`src/rtl/sonata_clkgen_seq.sv`:
```
// Clock-enable strobes and sequenced domain resets derived from the single board clock.
// Phase accumulators give exact long-run strobe rates; resets release peri -> sys -> usb.
module sonata_clkgen_seq #(
  parameter int unsigned InClkFreq     = 100_000_000,
  parameter int unsigned SysClkFreq    = 50_000_000,
  parameter int unsigned PeriClkFreq   = 25_000_000,
  parameter int unsigned UsbClkFreq    = 48_000_000,
  parameter int unsigned RstHoldCycles = 200
) (
  input  logic IO_CLK,
  input  logic IO_RST,
  output logic IO_CLK_BUF,
  output logic clk_sys_en,
  output logic clk_peri_en,
  output logic clk_usb_en,
  output logic rst_peri_n,
  output logic rst_sys_n,
  output logic rst_usb_n,
  output logic locked
);

  if (SysClkFreq == 0 || SysClkFreq > InClkFreq) begin : gen_sys_freq_err
    $error("SysClkFreq must be in 1..InClkFreq");
  end
  if (PeriClkFreq == 0 || PeriClkFreq > InClkFreq) begin : gen_peri_freq_err
    $error("PeriClkFreq must be in 1..InClkFreq");
  end
  if (UsbClkFreq == 0 || UsbClkFreq > InClkFreq) begin : gen_usb_freq_err
    $error("UsbClkFreq must be in 1..InClkFreq");
  end
  if (RstHoldCycles < 1 || RstHoldCycles > 255) begin : gen_hold_err
    $error("RstHoldCycles must be in 1..255");
  end

  localparam logic [32:0] InFreqW   = 33'(InClkFreq);
  localparam logic [32:0] SysFreqW  = 33'(SysClkFreq);
  localparam logic [32:0] PeriFreqW = 33'(PeriClkFreq);
  localparam logic [32:0] UsbFreqW  = 33'(UsbClkFreq);
  localparam logic [7:0]  HoldW     = 8'(RstHoldCycles);

  logic mainclk_buf;

  // Behavioural pass-through; the FPGA flow maps this net onto a global buffer.
  assign mainclk_buf = IO_CLK;
  assign IO_CLK_BUF  = mainclk_buf;

  logic [31:0] sys_acc_q, peri_acc_q, usb_acc_q;
  logic [32:0] sys_nxt, peri_nxt, usb_nxt;
  logic        sys_wrap, peri_wrap, usb_wrap;
  logic [7:0]  hold_cnt_q;

  // Sums are kept 33 bits wide so acc + F can never wrap before the compare.
  always_comb begin
    sys_nxt   = {1'b0, sys_acc_q} + SysFreqW;
    peri_nxt  = {1'b0, peri_acc_q} + PeriFreqW;
    usb_nxt   = {1'b0, usb_acc_q} + UsbFreqW;
    sys_wrap  = (sys_nxt >= InFreqW);
    peri_wrap = (peri_nxt >= InFreqW);
    usb_wrap  = (usb_nxt >= InFreqW);
  end

  always_ff @(posedge mainclk_buf) begin
    if (IO_RST) begin
      sys_acc_q   <= '0;
      peri_acc_q  <= '0;
      usb_acc_q   <= '0;
      clk_sys_en  <= 1'b0;
      clk_peri_en <= 1'b0;
      clk_usb_en  <= 1'b0;
    end else begin
      sys_acc_q   <= sys_wrap  ? 32'(sys_nxt - InFreqW)  : sys_nxt[31:0];
      peri_acc_q  <= peri_wrap ? 32'(peri_nxt - InFreqW) : peri_nxt[31:0];
      usb_acc_q   <= usb_wrap  ? 32'(usb_nxt - InFreqW)  : usb_nxt[31:0];
      clk_sys_en  <= sys_wrap;
      clk_peri_en <= peri_wrap;
      clk_usb_en  <= usb_wrap;
    end
  end

  // Released resets are sticky until IO_RST; USB waits for a USB strobe so its
  // domain leaves reset aligned to an enabled cycle.
  always_ff @(posedge mainclk_buf) begin
    if (IO_RST) begin
      hold_cnt_q <= '0;
      rst_peri_n <= 1'b0;
      rst_sys_n  <= 1'b0;
      rst_usb_n  <= 1'b0;
      locked     <= 1'b0;
    end else begin
      if (hold_cnt_q != HoldW) begin
        hold_cnt_q <= hold_cnt_q + 8'd1;
      end
      rst_peri_n <= rst_peri_n | (hold_cnt_q == HoldW);
      rst_sys_n  <= rst_sys_n | rst_peri_n;
      rst_usb_n  <= rst_usb_n | (rst_sys_n & clk_usb_en);
      locked     <= rst_peri_n & rst_sys_n & rst_usb_n;
    end
  end

endmodule

```
`config.mk`:
```
export PLATFORM = sky130hd
export DESIGN_NAME = sonata_clkgen_seq
export DESIGN_NICKNAME = d
export VERILOG_FILES = /design/src/rtl/sonata_clkgen_seq.sv
export SDC_FILE = /design/constraint.sdc
export NUM_CORES = 1
export LEC_CHECK = 0
export BUFFER_PORTS_ARGS = -buffer_cell sky130_fd_sc_hd__buf_2
export CAP_MARGIN = 20
export CORE_AREA = 2 2 156 158
export CTS_CLUSTER_SIZE = 30
export DETAILED_ROUTE_END_ITERATION = 8
export DIE_AREA = 0 0 158 160
export SLEW_MARGIN = 0
export SYNTH_ARGS = -nofsm -noshare
export SYNTH_HDL_FRONTEND = slang
export SYNTH_SLANG_ARGS = --single-unit
```
`constraint.sdc`:
```
create_clock -name IO_CLK -period 2.9 [get_ports IO_CLK]
set_input_delay 0.145 -clock IO_CLK [delete_from_list [all_inputs] [get_ports IO_CLK]]
set_output_delay 0.145 -clock IO_CLK [all_outputs]
set_load 0.02 [all_outputs]
```
==> impl_results.md <==
* Status: finished with violations
* Failing checks: setup timing
* Pin count of the biggest net entering global routing at 37
* Slew Viols, Final at 0
* Syn Std Cell Area at 6960 um2
* GRT overflow at 0
* ANT cells at 0
* Crit start category: flip-flop
* Data required, critical path at 3.28 ns
* MaxCap Viol Count at 0
* Clock Skew at 0.00910 ns
* Clk slew on worst S/H paths at 0.07 ns
* GP Congestion at 0.856
* FILL cells at 2380
* Initial Utilization at 29.2%
* I/O pin total at 10
* Number of enable flip-flop cells after synthesis at 0
* Ys async rst share at 0%
* Worst hold path class: input port to flip-flop
* Die H at 160 um
* Post-layout min period at 3.05 ns
* Pwr/cell area at 1460 nW/um2
* Multi-input combinational cell area at 5540 um2
* Vias per inst at 5.20
* Vias in the first global route at 6773
* Number of iterations in the first detailed-routing pass at 5
* Sequential-to-total area share from yosys stat at 25.9%
* DR iter-0 viols at 538
* Die ar. at 25300 um2
* GRT Resource Usage Total at 15.9%
* Placed inst area at 8670 um2
* Placed cells at 1367
* Rows at 57
* Wirelength per Cell at 14.6 um
* CP Class: flip-flop to flip-flop
* Slew HR at 56.3%
* Detailed Place HPWL at 14.5 mm
* Cell family with most CP delay: simple AND/OR/NAND/NOR gates
* Residual DRC at 0
* #FFs+latches synth at 90
* Nets at 1097
* Avg Cell Area, Syn at 7.72 um2
* FMAX at 328 MHz
* Crit end category: flip-flop
* Final hold vios at 0
* Critical path peak fanout at 8
* Synth top area share at 25.9%
* Cts-stage hold buffer count at 0
* Layout cell share with drive strength beyond 1 at 37.2%
* Core area at 23800 um2
* Synthesis Warnings at 0
* CP Buf/Inv Count at 2
* Worst vdd rail ir drop at 0.490 mV
* Global-route wire length before repair at 32.9 mm
* Pre-CTS WS at -0.219 ns
* Synthesized instance count at 902
* Skew-Pair Late Insertion Delay at 0.46 ns
* Largest stage delay on the critical path at 0.58 ns
* Fin cells at 1412
* Sequential Area at 1810 um2
* Top cells by area, synth: dfxtp_1 (26%), xnor2_1 (7.3%), nor2_1 (4.4%)
* CP arrival at 3.43 ns
* Setup slack after layout at -0.153 ns
* RSZ-0062 raised after global routing: true
* Die Span X at 158 um
* Leakage at 3.99 nW
* CP max stage cell: or4_4
* Design Area, Final at 9990 um2
* Crit path cell chain: or4_4, a2111oi_4, and2_1, nand4_1, a311oi_2, o211ai_4, buf_4, or2_4, buf_6, nand3_1, nor3b_2
* Via count at 7344
* Yosys cell types at 84
* Buffers added on ports at 9
* Worst-margin pin slew at 0.650 ns
* Main synth FF type: dfxtp_1
* Initial antenna violation count at 0
* Final worst-path cycle share at 105%
* DRT Wirelength at 20.6 mm
* Final setup vio count at 28
* Yosys top cell by area: dfxtp_1
* Area grow syn2layout at 43.5%
* CTS tree: built
* Antenna Violating Nets Remaining at 0
* Syn_nets at 916
-- timing repair --
action                     in CTS  in global routing
hold endpoints to repair        0                  0
buffers inserted               11                 15
pin swaps                      35                 34
cloned                          2                  0
setup endpoints to repair      52                 73
resized for setup              56                115
-- report_power, final --
group / leakage [nW] / internal (mW) / switching [mW]
Combinational: 3.06 / 5.46 / 5.47
Clock: 0.176 / 0.784 / 0.616
Sequential: 0.749 / 1.72 / 0.517
-- state kept, by name, indices dropped and copies added (netlist names) --
signal       cells
clk_peri_en      1
clk_sys_en       1
clk_usb_en       1
hold_cnt_q       8
locked           1
peri_acc_q      26
rst_peri_n       1
rst_sys_n        1
rst_usb_n        1
sys_acc_q       25
usb_acc_q       24
-- cells by family (layout without fill, tap and decap cells) --
kind of cell	Yosys count	after routing	share of synthesized area (%)
and+or+nand+nor	375	376	29.1
AOI/OAI and AO/OA	248	248	25.6
DFF	90	90	25.9
xor gates and xnor gates	85	85	10.7
buffers and inverters	84	269	5.44
adders and majority gates	12	12	2.16
muxes	8	8	1.19
-- placed cells by master, fill, tap and decap left out, types with 20 or more instances in the layout --
cell,n
a21oi_1,42
buf_4,197
dfxtp_1,82
inv_1,25
nand2_1,54
nand3_1,34
nor2_1,78
nor3_1,29
nor3_2,20
o21ai_0,24
xnor2_1,51
xor2_1,26
-- cells in the mapped netlist (16+ instances only) --
library cell and instances:
dfxtp_1 90, nor2_1 81, xnor2_1 58, nand2_1 57, a21oi_1 53, nor3_1 49, o21ai_0 41, nand3_1 35
clkbuf_1 32, xor2_1 27, inv_1 25, and3_1 19, nor4_1 18, nand4_1 16, o211ai_1 16, o21a_1 16
or3_1 16
-- path summary, 6_finish.rpt --
kind | depth (start not counted) | end | slack [ns] | startpoint
min | 2 | sys_acc_q[17] | 0.10 | IO_RST
max reg2reg | 11 | peri_acc_q[12] | -0.15 | peri_acc_q[18]
min reg2reg | 1 | peri_acc_q[6] | 0.48 | peri_acc_q[6]
max | 11 | peri_acc_q[12] | -0.15 | peri_acc_q[18]
-- through the flow --
step / power, mW / TNS [ns] / hold slack (ns) / util [%]
3_3_place_gp: 10.9 / -2.86 / 0.279 / 36.4
6_report: 14.6 / -1.99 / 0.105 / 42.0
3_5_place_dp: 11.0 / -4.04 / 0.279 / 36.4
4_1_cts: 13.2 / -1.32 / 0.0995 / 39.3
5_1_grt: 15.7 / -7.25 / 0.125 / 42.0
2_1_floorplan: 7.86 / -0.0103 / 0.258 / -
-- final cells by class --
type / instances / area share [%]
Tap cell: 324 / 4.06
Timing Repair Buffer: 222 / 17.7
Sequential cell: 90 / 18.2
Multi-Input combinational cell: 729 / 55.5
Clock inverter: 7 / 0.613
Clock buffer: 13 / 3.05
Inverter: 27 / 1.01
-- metal layers --
| metal | vias up | routed length (um) | global-route usage, % |
|---|---|---|---|
| li1 | 3701 | - | - |
| met1 | 3495 | 9480 | 20.8 |
| met2 | 118 | 10200 | 26.7 |
| met3 | 30 | 595 | 2.69 |
| met4 | 0 | 374 | 4.34 |
| met5 | - | 0 | 0 |
Power figures use the tool's default switching activity.
